`src/rtl/dct_mac_sequencer_if.sv`:
```
// dct_mac_sequencer_if
//   Bundles the row input handshake, the MAC control/result lines and the
//   result output handshake of the DCT MAC sequencer.
//   Ports (signals):
//     s_valid/s_ready/s_data      : row input, sample k in s_data[k*DW +: DW]
//     mac_clr/mac_en/mac_x/mac_tap: MAC control towards the multiply-accumulate unit
//     mac_result                  : MAC accumulator output back to the sequencer
//     m_valid/m_ready/m_data      : captured result towards downstream
//   Modports:
//     master : the sequencer side
//     slave  : the environment side (row source, MAC unit, result sink)
interface dct_mac_sequencer_if #(
  parameter int DW   = 8,
  parameter int TAPS = 8,
  parameter int RW   = 32
);
  localparam int KW = $clog2(TAPS);

  logic               s_valid;
  logic               s_ready;
  logic [DW*TAPS-1:0] s_data;
  logic               mac_clr;
  logic               mac_en;
  logic [DW-1:0]      mac_x;
  logic [KW-1:0]      mac_tap;
  logic [RW-1:0]      mac_result;
  logic               m_valid;
  logic               m_ready;
  logic [RW-1:0]      m_data;

  modport master (
    input  s_valid, s_data, mac_result, m_ready,
    output s_ready, mac_clr, mac_en, mac_x, mac_tap, m_valid, m_data
  );

  modport slave (
    output s_valid, s_data, mac_result, m_ready,
    input  s_ready, mac_clr, mac_en, mac_x, mac_tap, m_valid, m_data
  );
endinterface

```
`src/rtl/dct_mac_sequencer.sv`:
```
// dct_mac_sequencer
//   Control sequencer for one DCT MAC unit. Accepts one row of TAPS samples,
//   steps the shared MAC through TAPS multiply-accumulate cycles (clear on
//   the first tap), waits out the MAC pipeline latency, captures the
//   accumulator bit-exact and holds it on a valid/ready output.
//   Ports:
//     clk    : clock, all state changes on the rising edge
//     rst    : synchronous active-high reset, wins over ena_i
//     ena_i  : global clock enable; low freezes every register
//     busy_o : high whenever the sequencer is not idle
//     bus    : dct_mac_sequencer_if master modport (row in, MAC control, result out)
module dct_mac_sequencer #(
  parameter int DW      = 8,
  parameter int TAPS    = 8,
  parameter int RW      = 32,
  parameter int MAC_LAT = 2
) (
  input  logic                       clk,
  input  logic                       rst,
  input  logic                       ena_i,
  output logic                       busy_o,
  dct_mac_sequencer_if.master        bus
);

  localparam int KW = $clog2(TAPS);
  localparam logic [KW-1:0] K_LAST = KW'(TAPS - 1);
  // Unused when MAC_LAT is 0 because WAIT is then never entered.
  localparam logic [2:0] LAT_LAST = (MAC_LAT > 0) ? 3'(MAC_LAT - 1) : 3'd0;

  typedef enum logic [2:0] {
    S_IDLE,
    S_MAC,
    S_WAIT,
    S_CAPTURE,
    S_OUT
  } state_t;

  state_t             state_q,  state_d;
  logic [KW-1:0]      k_q,      k_d;
  logic [2:0]         lat_q,    lat_d;
  logic [DW*TAPS-1:0] samp_q,   samp_d;
  logic               macEn_q,  macEn_d;
  logic               macClr_q, macClr_d;
  logic [KW-1:0]      macTap_q, macTap_d;
  logic [DW-1:0]      macX_q,   macX_d;
  logic               mValid_q, mValid_d;
  logic [RW-1:0]      mData_q,  mData_d;
  logic [KW-1:0]      kNext;

  assign kNext = k_q + KW'(1);

  // Next-state logic. The MAC controls are registered, so while in MAC with
  // tap k presented, this computes the controls for tap k+1. The row's first
  // tap is therefore issued directly from s_data on the accepting edge.
  always_comb begin
    state_d  = state_q;
    k_d      = k_q;
    lat_d    = lat_q;
    samp_d   = samp_q;
    macEn_d  = 1'b0;
    macClr_d = 1'b0;
    macTap_d = '0;
    macX_d   = '0;
    mValid_d = mValid_q;
    mData_d  = mData_q;

    case (state_q)
      S_IDLE: begin
        if (bus.s_valid) begin
          samp_d   = bus.s_data;
          k_d      = '0;
          macEn_d  = 1'b1;
          macClr_d = 1'b1;
          macX_d   = bus.s_data[DW-1:0];
          state_d  = S_MAC;
        end
      end

      S_MAC: begin
        if (k_q == K_LAST) begin
          k_d     = '0;
          lat_d   = '0;
          state_d = (MAC_LAT == 0) ? S_CAPTURE : S_WAIT;
        end else begin
          k_d      = kNext;
          macEn_d  = 1'b1;
          macTap_d = kNext;
          macX_d   = samp_q[kNext*DW +: DW];
        end
      end

      S_WAIT: begin
        if (lat_q == LAT_LAST) begin
          state_d = S_CAPTURE;
        end else begin
          lat_d = lat_q + 3'd1;
        end
      end

      S_CAPTURE: begin
        mData_d  = bus.mac_result;
        mValid_d = 1'b1;
        state_d  = S_OUT;
      end

      S_OUT: begin
        if (bus.m_ready) begin
          mValid_d = 1'b0;
          state_d  = S_IDLE;
        end
      end

      default: state_d = S_IDLE;
    endcase
  end

  // State register. With ena_i low nothing moves, which is what lets a
  // stalled tap be reissued exactly once when the enable returns.
  always_ff @(posedge clk) begin
    if (rst) begin
      state_q  <= S_IDLE;
      k_q      <= '0;
      lat_q    <= '0;
      samp_q   <= '0;
      macEn_q  <= 1'b0;
      macClr_q <= 1'b0;
      macTap_q <= '0;
      macX_q   <= '0;
      mValid_q <= 1'b0;
      mData_q  <= '0;
    end else if (ena_i) begin
      state_q  <= state_d;
      k_q      <= k_d;
      lat_q    <= lat_d;
      samp_q   <= samp_d;
      macEn_q  <= macEn_d;
      macClr_q <= macClr_d;
      macTap_q <= macTap_d;
      macX_q   <= macX_d;
      mValid_q <= mValid_d;
      mData_q  <= mData_d;
    end
  end

  // The MAC must not operate and no row may be taken while the block is
  // frozen or being reset, so those strobes are gated combinationally.
  assign bus.s_ready = (state_q == S_IDLE) && ena_i && !rst;
  assign bus.mac_en  = macEn_q && ena_i;
  assign bus.mac_clr = macClr_q && ena_i;
  assign bus.mac_tap = macTap_q;
  assign bus.mac_x   = macX_q;
  assign bus.m_valid = mValid_q;
  assign bus.m_data  = mData_q;
  assign busy_o      = (state_q != S_IDLE);

endmodule
```
`src/flat_wrapper.sv`:
```
// flat-port wrapper written by rule: the top's interface ports become plain ports
module dct_mac_sequencer_flat 
#(
  parameter int DW      = 8,
  parameter int TAPS    = 8,
  parameter int RW      = 32,
  parameter int MAC_LAT = 2
)
  (clk, rst, ena_i, busy_o, bus_s_valid, bus_s_data, bus_mac_result, bus_m_ready, bus_s_ready, bus_mac_clr, bus_mac_en, bus_mac_x, bus_mac_tap, bus_m_valid, bus_m_data);
  dct_mac_sequencer_if #(.DW(DW), .TAPS(TAPS), .RW(RW)) bus_i ();
  input  logic clk;
  input  logic rst;
  input  logic ena_i;
  output logic busy_o;
  input wire logic [$bits(bus_i.s_valid)-1:0] bus_s_valid;
  input wire logic [$bits(bus_i.s_data)-1:0] bus_s_data;
  input wire logic [$bits(bus_i.mac_result)-1:0] bus_mac_result;
  input wire logic [$bits(bus_i.m_ready)-1:0] bus_m_ready;
  output wire logic [$bits(bus_i.s_ready)-1:0] bus_s_ready;
  output wire logic [$bits(bus_i.mac_clr)-1:0] bus_mac_clr;
  output wire logic [$bits(bus_i.mac_en)-1:0] bus_mac_en;
  output wire logic [$bits(bus_i.mac_x)-1:0] bus_mac_x;
  output wire logic [$bits(bus_i.mac_tap)-1:0] bus_mac_tap;
  output wire logic [$bits(bus_i.m_valid)-1:0] bus_m_valid;
  output wire logic [$bits(bus_i.m_data)-1:0] bus_m_data;
  assign bus_i.s_valid = bus_s_valid;
  assign bus_i.s_data = bus_s_data;
  assign bus_i.mac_result = bus_mac_result;
  assign bus_i.m_ready = bus_m_ready;
  assign bus_s_ready = bus_i.s_ready;
  assign bus_mac_clr = bus_i.mac_clr;
  assign bus_mac_en = bus_i.mac_en;
  assign bus_mac_x = bus_i.mac_x;
  assign bus_mac_tap = bus_i.mac_tap;
  assign bus_m_valid = bus_i.m_valid;
  assign bus_m_data = bus_i.m_data;
  dct_mac_sequencer #(.DW(DW), .TAPS(TAPS), .RW(RW), .MAC_LAT(MAC_LAT)) u_core (.clk(clk), .rst(rst), .ena_i(ena_i), .busy_o(busy_o), .bus(bus_i));
endmodule
```
`config.mk`:
```
export PLATFORM = sky130hd
export DESIGN_NAME = dct_mac_sequencer_flat
export DESIGN_NICKNAME = d
export VERILOG_FILES = /design/src/rtl/dct_mac_sequencer_if.sv /design/src/rtl/dct_mac_sequencer.sv /design/src/flat_wrapper.sv
export SDC_FILE = /design/constraint.sdc
export NUM_CORES = 1
export LEC_CHECK = 0
export CORE_AREA = 2 2 84 102
export DETAILED_ROUTE_END_ITERATION = 8
export DIE_AREA = 0 0 86 104
export DONT_BUFFER_PORTS = 1
export PLACE_DENSITY = 0.82
export SLEW_MARGIN = 20
export SYNTH_ARGS = -nofsm -noshare
export SYNTH_HDL_FRONTEND = slang
export SYNTH_SLANG_ARGS = --single-unit
```
`constraint.sdc`:
```
create_clock -name clk -period 2.8 [get_ports clk]
set_clock_uncertainty 0.2 [all_clocks]
set_input_delay 0.42 -clock clk [delete_from_list [all_inputs] [get_ports clk]]
set_output_delay 0.42 -clock clk [all_outputs]
set_load 0.01 [all_outputs]
```
==> results of run 1 <==
power by group through the flow:
stage | combinational (mW) | sequential, mW | clock [mW]
final | 0.330 | 1.80 | 2.29
after detailed placement | 0.168 | 1.83 | 0
after CTS | 0.314 | 1.79 | 2.29
after global routing | 0.353 | 1.80 | 2.39
after floorplan | 0.174 | 1.80 | 0
after global placement | 0.161 | 1.83 | 0
worst max-delay path: cells and delay by family, from the launching register on:
| family | cells | cell delay [ps] |
|---|---|---|
| adders and majority gates | 2 | 920 |
| muxes | 1 | 430 |
| AOI/OAI and AO/OA | 2 | 580 |
| DFF | 1 | 310 |
Yosys cell counts (4+ instances only):
cell type	number	area, µm²
clkbuf_1	26	97.6
mux4_2	8	180
mux4_1	8	210
dfxtp_1	119	2380
buf_2	15	75.1
ha_1	5	62.6
nand2b_1	4	25.0
nand2_1	201	754
a221o_2	7	78.8
a22o_1	7	61.3
nor2_1	10	37.5
a21oi_1	108	541
metrics by stage:
stage	area (µm²)	power (mW)	worst slack, ps	hold slack (ps)	instances
detailed placement	4840	2.00	345	242	623
global placement	4840	1.99	418	233	623
floorplan	4880	1.98	436	232	565
CTS	6480	4.40	299	5.87	755
finish	6480	4.42	239	14.8	755
global route	6480	4.55	209	12.0	755
worst min-delay path by stage:
stage	end	cells after the start	start	slack [ps]
6_report	u_core.state_q[1]	3	ena_i	10
5_1_grt	u_core.state_q[1]	3	ena_i	10
4_1_cts	u_core.state_q[1]	3	ena_i	6
3_5_place_dp	u_core.samp_q[56]	2	u_core.samp_q[56]	240
3_3_place_gp	u_core.samp_q[1]	2	u_core.samp_q[1]	230
2_1_floorplan	u_core.samp_q[16]	2	u_core.samp_q[16]	230
kinds of logic (layout without fill, tap and decap cells):
| family | after synthesis | after routing | synth area share [%] |
|---|---|---|---|
| and+or+nand+nor | 240 | 240 | 20.7 |
| adders and majority gates | 5 | 5 | 1.28 |
| DFF | 119 | 119 | 48.8 |
| AOI/OAI and AO/OA | 135 | 135 | 15.9 |
| buffers and inverters | 47 | 142 | 4.64 |
| muxes | 19 | 19 | 8.62 |
flip-flops by register name (all words and copies together) (netlist names):
register,flops
u_core.bus.m_data,32
u_core.bus.m_valid,1
u_core.bus.mac_tap,3
u_core.bus.mac_x,8
u_core.k_q,3
u_core.lat_q,3
u_core.macClr_q,1
u_core.macEn_q,1
u_core.samp_q,64
u_core.state_q,3
routing by layer:
metal | routed length, µm | up-vias
met4 | 1020 | 0
met2 | 7930 | 318
met1 | 4970 | 2154
met5 | 0 | -
met3 | 1170 | 81
li1 | - | 2098
cell usage in the layout, fill, tap and decap left out, types with 2 or more instances in the layout:
cell	n
o21ai_0	3
buf_4	7
clkbuf_8	2
mux2i_1	3
clkbuf_16	16
nor2b_1	3
nor4_1	2
a21oi_1	108
or4_1	3
nor3_1	3
and2_1	2
mux4_2	8
a2bb2oi_1	2
ha_1	5
or3_1	2
nand2b_1	4
nand2_1	201
a31oi_1	2
nand3_1	2
a221o_2	7
dfxtp_1	119
mux4_1	8
clkinv_4	3
inv_1	3
a22o_1	7
nor2_1	10
inv_6	4
bufinv_16	4
dlygate4sd3_1	99
final cells by class:
type / instances / area (µm²) / share of cell area [%]
repair buffers: 107 / 1070 / 16.5
well taps: 95 / 119 / 1.83
inverters: 3 / 11.3 / 0.174
clock buffers: 19 / 432 / 6.66
clock inverters: 13 / 194 / 2.99
flip-flops and latches: 119 / 2380 / 36.7
multi-input cells: 399 / 2280 / 35.1
timing repair:
item / in CTS / in global routing
buffers inserted: 0 / 0
hold buffers: 100 / 0
hold endpoints to repair: 119 / 0
==> run_results.csv, run 1 <==
group,metric,value,unit
outcome,status,"complete, no violations",
sta,fmaxAchievable,0.390,GHz
worst_setup_path,setup.worst_path.end,"u_core.bus.mac_x[7]",
detailed_routing,wl_per_cell,20.0,µm
worst_setup_path,cp.required,3000,ps
floorplan,placementRows,36,
synth,synth_nets,671,
grt,met3_usage,9.05,%
worst_setup_path,critPathLaunch,"u_core.k_q[0]",
detailed_routing,wl,15.1,mm
hold_path,hold_path_class,"in2reg",
clock_tree,cts_made_buffers,17,
worst_setup_path,cpMostUsedCell,"ha_1",
power_and_ir_drop,power.clock.fraction,51.8,%
worst_setup_path,path_cells,"ha_1, ha_1, mux4_1, a22o_1, a221o_2",
power_and_ir_drop,swShare,23.0,%
synth,async_reset_ff_share,0,%
worst_setup_path,crit_path_end_kind,"register",
floorplan,core,7970,µm²
grt,grt_pass1_vias,4621,
power_and_ir_drop,power.leakage,2.37,nW
power_and_ir_drop,combPwrFrac,7.5,%
synth,ys_warn_count,0,
clock_tree,cts-root-buf,"clkbuf_8",
detailed_routing,drtIter0Drc,417,
clock_tree,path_clk_slew,60,ps
synth,yosysSeqAreaShare,48.8,%
power_and_ir_drop,switchingPower,1.02,mW
worst_setup_path,critPathMaxStageDelay,710,ps
worst_setup_path,crit_slowest_cell,"ha_1",
power_and_ir_drop,powerDensity,681,nW/µm²
finish,fin_util,81.3,%
finish,diodes,0,
sta,period_share,91.5,%
floorplan,die_x,86,µm
floorplan,die_h,104,µm
synth,ys_ff_latch,119,
place,place.detailed.hpwl,7.95,mm
clock_tree,cts.sinks,119,
place,gp_congestion,0.843,
sta,maxSlewViolCount,0,
power_and_ir_drop,p_int,3.40,mW
detailed_routing,detail_route.first_pass.iterations,6,
sta,maxSlewHeadroom,55.0,%
clock_tree,cts-resized-gates,0,
synth,synth-edff-count,0,
worst_setup_path,r2r_cells,5,
grt,grt_pass1_wl,22.7,mm
finish,nets,753,
finish,area_growth,32.9,%
clock_tree,cts_buffer_depth,2,
grt,antenna_found_initial,0,
sta,finalSetupViolCount,0,
clock_tree,h-tree-depth,4,
floorplan,initial_core_util,61.2,%
grt,track_usage,33.2,%
worst_setup_path,path_max_fanout,17,
synth,syn_inst,565,
detailed_routing,ant_nets,0,
clock_tree,cts_tree,"done",
worst_setup_path,reg2reg_from,"u_core.k_q[0]",
grt,grt.overflow.total,0,
worst_setup_path,start_kind,"register",
grt,grt_max_degree,112,
detailed_routing,vias,4651,
sta,rsz0062_at_grt,"false",
detailed_routing,via_per_inst,6.16,
floorplan,die-area,8940,µm²
sta,min_period,2560,ps
worst_setup_path,rrSetupSlack,240,ps
sta,hold_viol_final,0,
power_and_ir_drop,power_frac_seq,40.7,%
sta,tightest_slew,673,ps
synth,synth_area,4880,µm²
job,drv_cap,0,
grt,busiest_layer,"met2",
finish,fill_cells,435,
grt,gr-usage-met1,32.2,%
worst_setup_path,crit_arrival,2760,ps
floorplan,ioPinCount,149,
finish,layout-drive-gt1-share,8.94,%
synth,dominantRegCellSynth,"dfxtp_1",
worst_setup_path,worst_r2r_endpoint,"u_core.bus.mac_x[7]",
synth,avgSynthCellArea,8.63,µm²
power_and_ir_drop,ir_drop,0.548,mV
detailed_routing,drc,0,
grt,use_met2,59.5,%
synth,synth_cell_types,38,
sta,fin_tns_setup,0,ps
worst_setup_path,worstSetupPathType,"reg2reg",
clock_tree,insertion_delay,520,ps
place,portBuffers,0,
Power figures use the tool's default switching activity.
==> run 2, diff against run 1 <==
Settings changed: GPL_TIMING_DRIVEN set to 1.
Clock period 2.8 ns to 2.85 ns, I/O delays scaled along.
==> run_results.csv, run 2 (synthesis results as in run 1) <==
group,metric,value,unit
finish,fin_util,79.9,%
worst_setup_path,cp.required,3030,ps
worst_setup_path,rrSetupSlack,300,ps
clock_tree,insertion_delay,510,ps
place,placed_area,4820,µm²
power_and_ir_drop,power.clock.fraction,48.3,%
finish,multi_input_area,2280,µm²
grt,antenna_found_initial,0,
finish,nets,750,
grt,track_usage,31.0,%
place,gp_congestion,0.833,
finish,diodes,0,
clock_tree,ctsHoldBuffers,100,
worst_setup_path,crit_path_end_kind,"register",
sta,period_share,89.5,%
power_and_ir_drop,power_frac_seq,43.9,%
sta,fmaxAchievable,0.392,GHz
detailed_routing,wl,13.7,mm
worst_setup_path,r2r_cells,5,
clock_tree,path_clk_slew,50,ps
floorplan,die_x,86,µm
clock_tree,cts_tree,"done",
finish,finalNonFillerCells,748,
clock_tree,cts-resized-gates,0,
floorplan,initial_core_util,61.2,%
floorplan,placementRows,36,
clock_tree,cts_made_buffers,17,
clock_tree,post_cts_buffers,0,
clock_tree,cts-root-buf,"clkbuf_8",
sta,whs,26.1,ps
power_and_ir_drop,power.leakage,2.32,nW
hold_path,hold_path.startpoint,"bus_m_ready",
worst_setup_path,worst_r2r_endpoint,"u_core.bus.mac_x[3]",
finish,design_area,6370,µm²
detailed_routing,via_per_inst,5.92,
floorplan,core,7970,µm²
worst_setup_path,path_max_fanout,17,
worst_setup_path,reg2reg_from,"u_core.k_q[0]",
sta,maxSlewViolCount,0,
worst_setup_path,critPathLaunch,"u_core.k_q[0]",
finish,layout-drive-gt1-share,7.50,%
grt,grt_pass1_wl,21.6,mm
detailed_routing,ant_nets,0,
worst_setup_path,worstSetupPathType,"reg2reg",
clock_tree,cts.sinks,119,
detailed_routing,drc,0,
sta,fin_tns_setup,0,ps
finish,largest-register,"u_core.samp_q",
sta,hold_viol_final,0,
hold_path,hold_path_class,"in2reg",
power_and_ir_drop,p_int,3.15,mW
power_and_ir_drop,ir_drop,0.476,mV
worst_setup_path,crit_arrival,2740,ps
clock_tree,h-tree-depth,4,
finish,area_growth,30.6,%
power_and_ir_drop,swShare,21.7,%
place,dp.cells,620,
worst_setup_path,setup.worst_path.end,"u_core.bus.mac_x[3]",
detailed_routing,detail_route.first_pass.iterations,7,
power_and_ir_drop,total_power,4.02,mW
place,place.detailed.hpwl,7.86,mm
power_and_ir_drop,combPwrFrac,7.8,%
sta,rsz0062_at_grt,"false",
sta,tightest_slew,684,ps
sta,worst_slack,299,ps
detailed_routing,drtIter0Drc,284,
finish,largest_reg_flops,64,
finish,regArea,2380,µm²
sta,min_period,2550,ps
grt,grt.overflow.total,0,
detailed_routing,wl_per_cell,18.3,µm
grt,grt_pass1_vias,4427,
finish,final_cell_mix,"201 x nand2_1, 119 x dfxtp_1, 108 x a21oi_1",
power_and_ir_drop,switchingPower,874,µW
floorplan,die-area,8940,µm²
floorplan,die_h,104,µm
worst_setup_path,start_kind,"register",
power_and_ir_drop,powerDensity,631,nW/µm²
place,portBuffers,0,
job,drv_cap,0,
clock_tree,cts_buffer_depth,2,
place,dp_slack,365,ps
floorplan,ioPinCount,149,
detailed_routing,vias,4428,
outcome,status,"complete, no violations",
finish,fill_cells,444,
grt,grt_max_degree,112,
sta,maxSlewHeadroom,54.2,%
sta,finalSetupViolCount,0,
finish,layout_commonest_cell,"nand2_1",
==> run 2: changes by cell type in the layout (fill, tap and decap cells not counted) <==
cell,previous run,this run
clkbuf_8,2,3
and3_4,0,1
inv_6,4,0
clkinv_4,3,0
bufinv_16,4,2
clkbuf_1,1,4
buf_4,7,4
clkinvlp_4,1,0
and3_2,1,0
clkinv_2,1,3
==> run 2: metal layers <==
metal  global-route usage [%]  wire length, µm  vias to the layer above  part of all wire (%)
li1                         -                -                     2081                     -
met5                        0                0                        -                     0
met1                     32.6             4980                     2089                    36
met2                     55.4             7200                      211                    53
met4                     15.9              603                        0                   4.4
met3                     8.25              921                       47                   6.7
==> run 2: how the worst min path moves through the flow <==
| stage | end | slack, ps | depth (start not counted) |
|---|---|---|---|
| 6_report | u_core.state_q[2] | 30 | 3 |
| 5_1_grt | u_core.state_q[1] | 20 | 3 |
| 4_1_cts | u_core.state_q[2] | 10 | 3 |
| 3_5_place_dp | u_core.samp_q[36] | 240 | 2 |
| 2_1_floorplan | u_core.samp_q[16] | 230 | 2 |
| 3_3_place_gp | u_core.samp_q[1] | 230 | 2 |
==> run 2: critical path: stages (launching register included) <==
cell and delay [ps]:
dfxtp_1 320, ha_1 220, ha_1 700, mux4_1 410, a22o_1 270, a221o_2 320
==> run 2: final cells by class <==
type | count | share of cell area, %
flip-flops and latches | 119 | 37.4
multi-input cells | 399 | 35.8
repair buffers | 104 | 16.5
clock buffers | 23 | 7.17
well taps | 95 | 1.87
clock inverters | 5 | 1.18
inverters | 3 | 0.177
==> run 2: power groups by stage <==
stage	clock network [mW]	registers (mW)	logic, mW
CTS	1.94	1.76	0.303
detailed placement	0	1.80	0.163
floorplan	0	1.77	0.171
global placement	0	1.79	0.155
finish	1.94	1.77	0.314
global route	2.03	1.77	0.342
==> run 3, diff against run 2 <==
Settings changed: CAP_MARGIN set to 20.
==> results of run 3 <==
The final DEF is identical to that of run 2; final timing and power are the same.
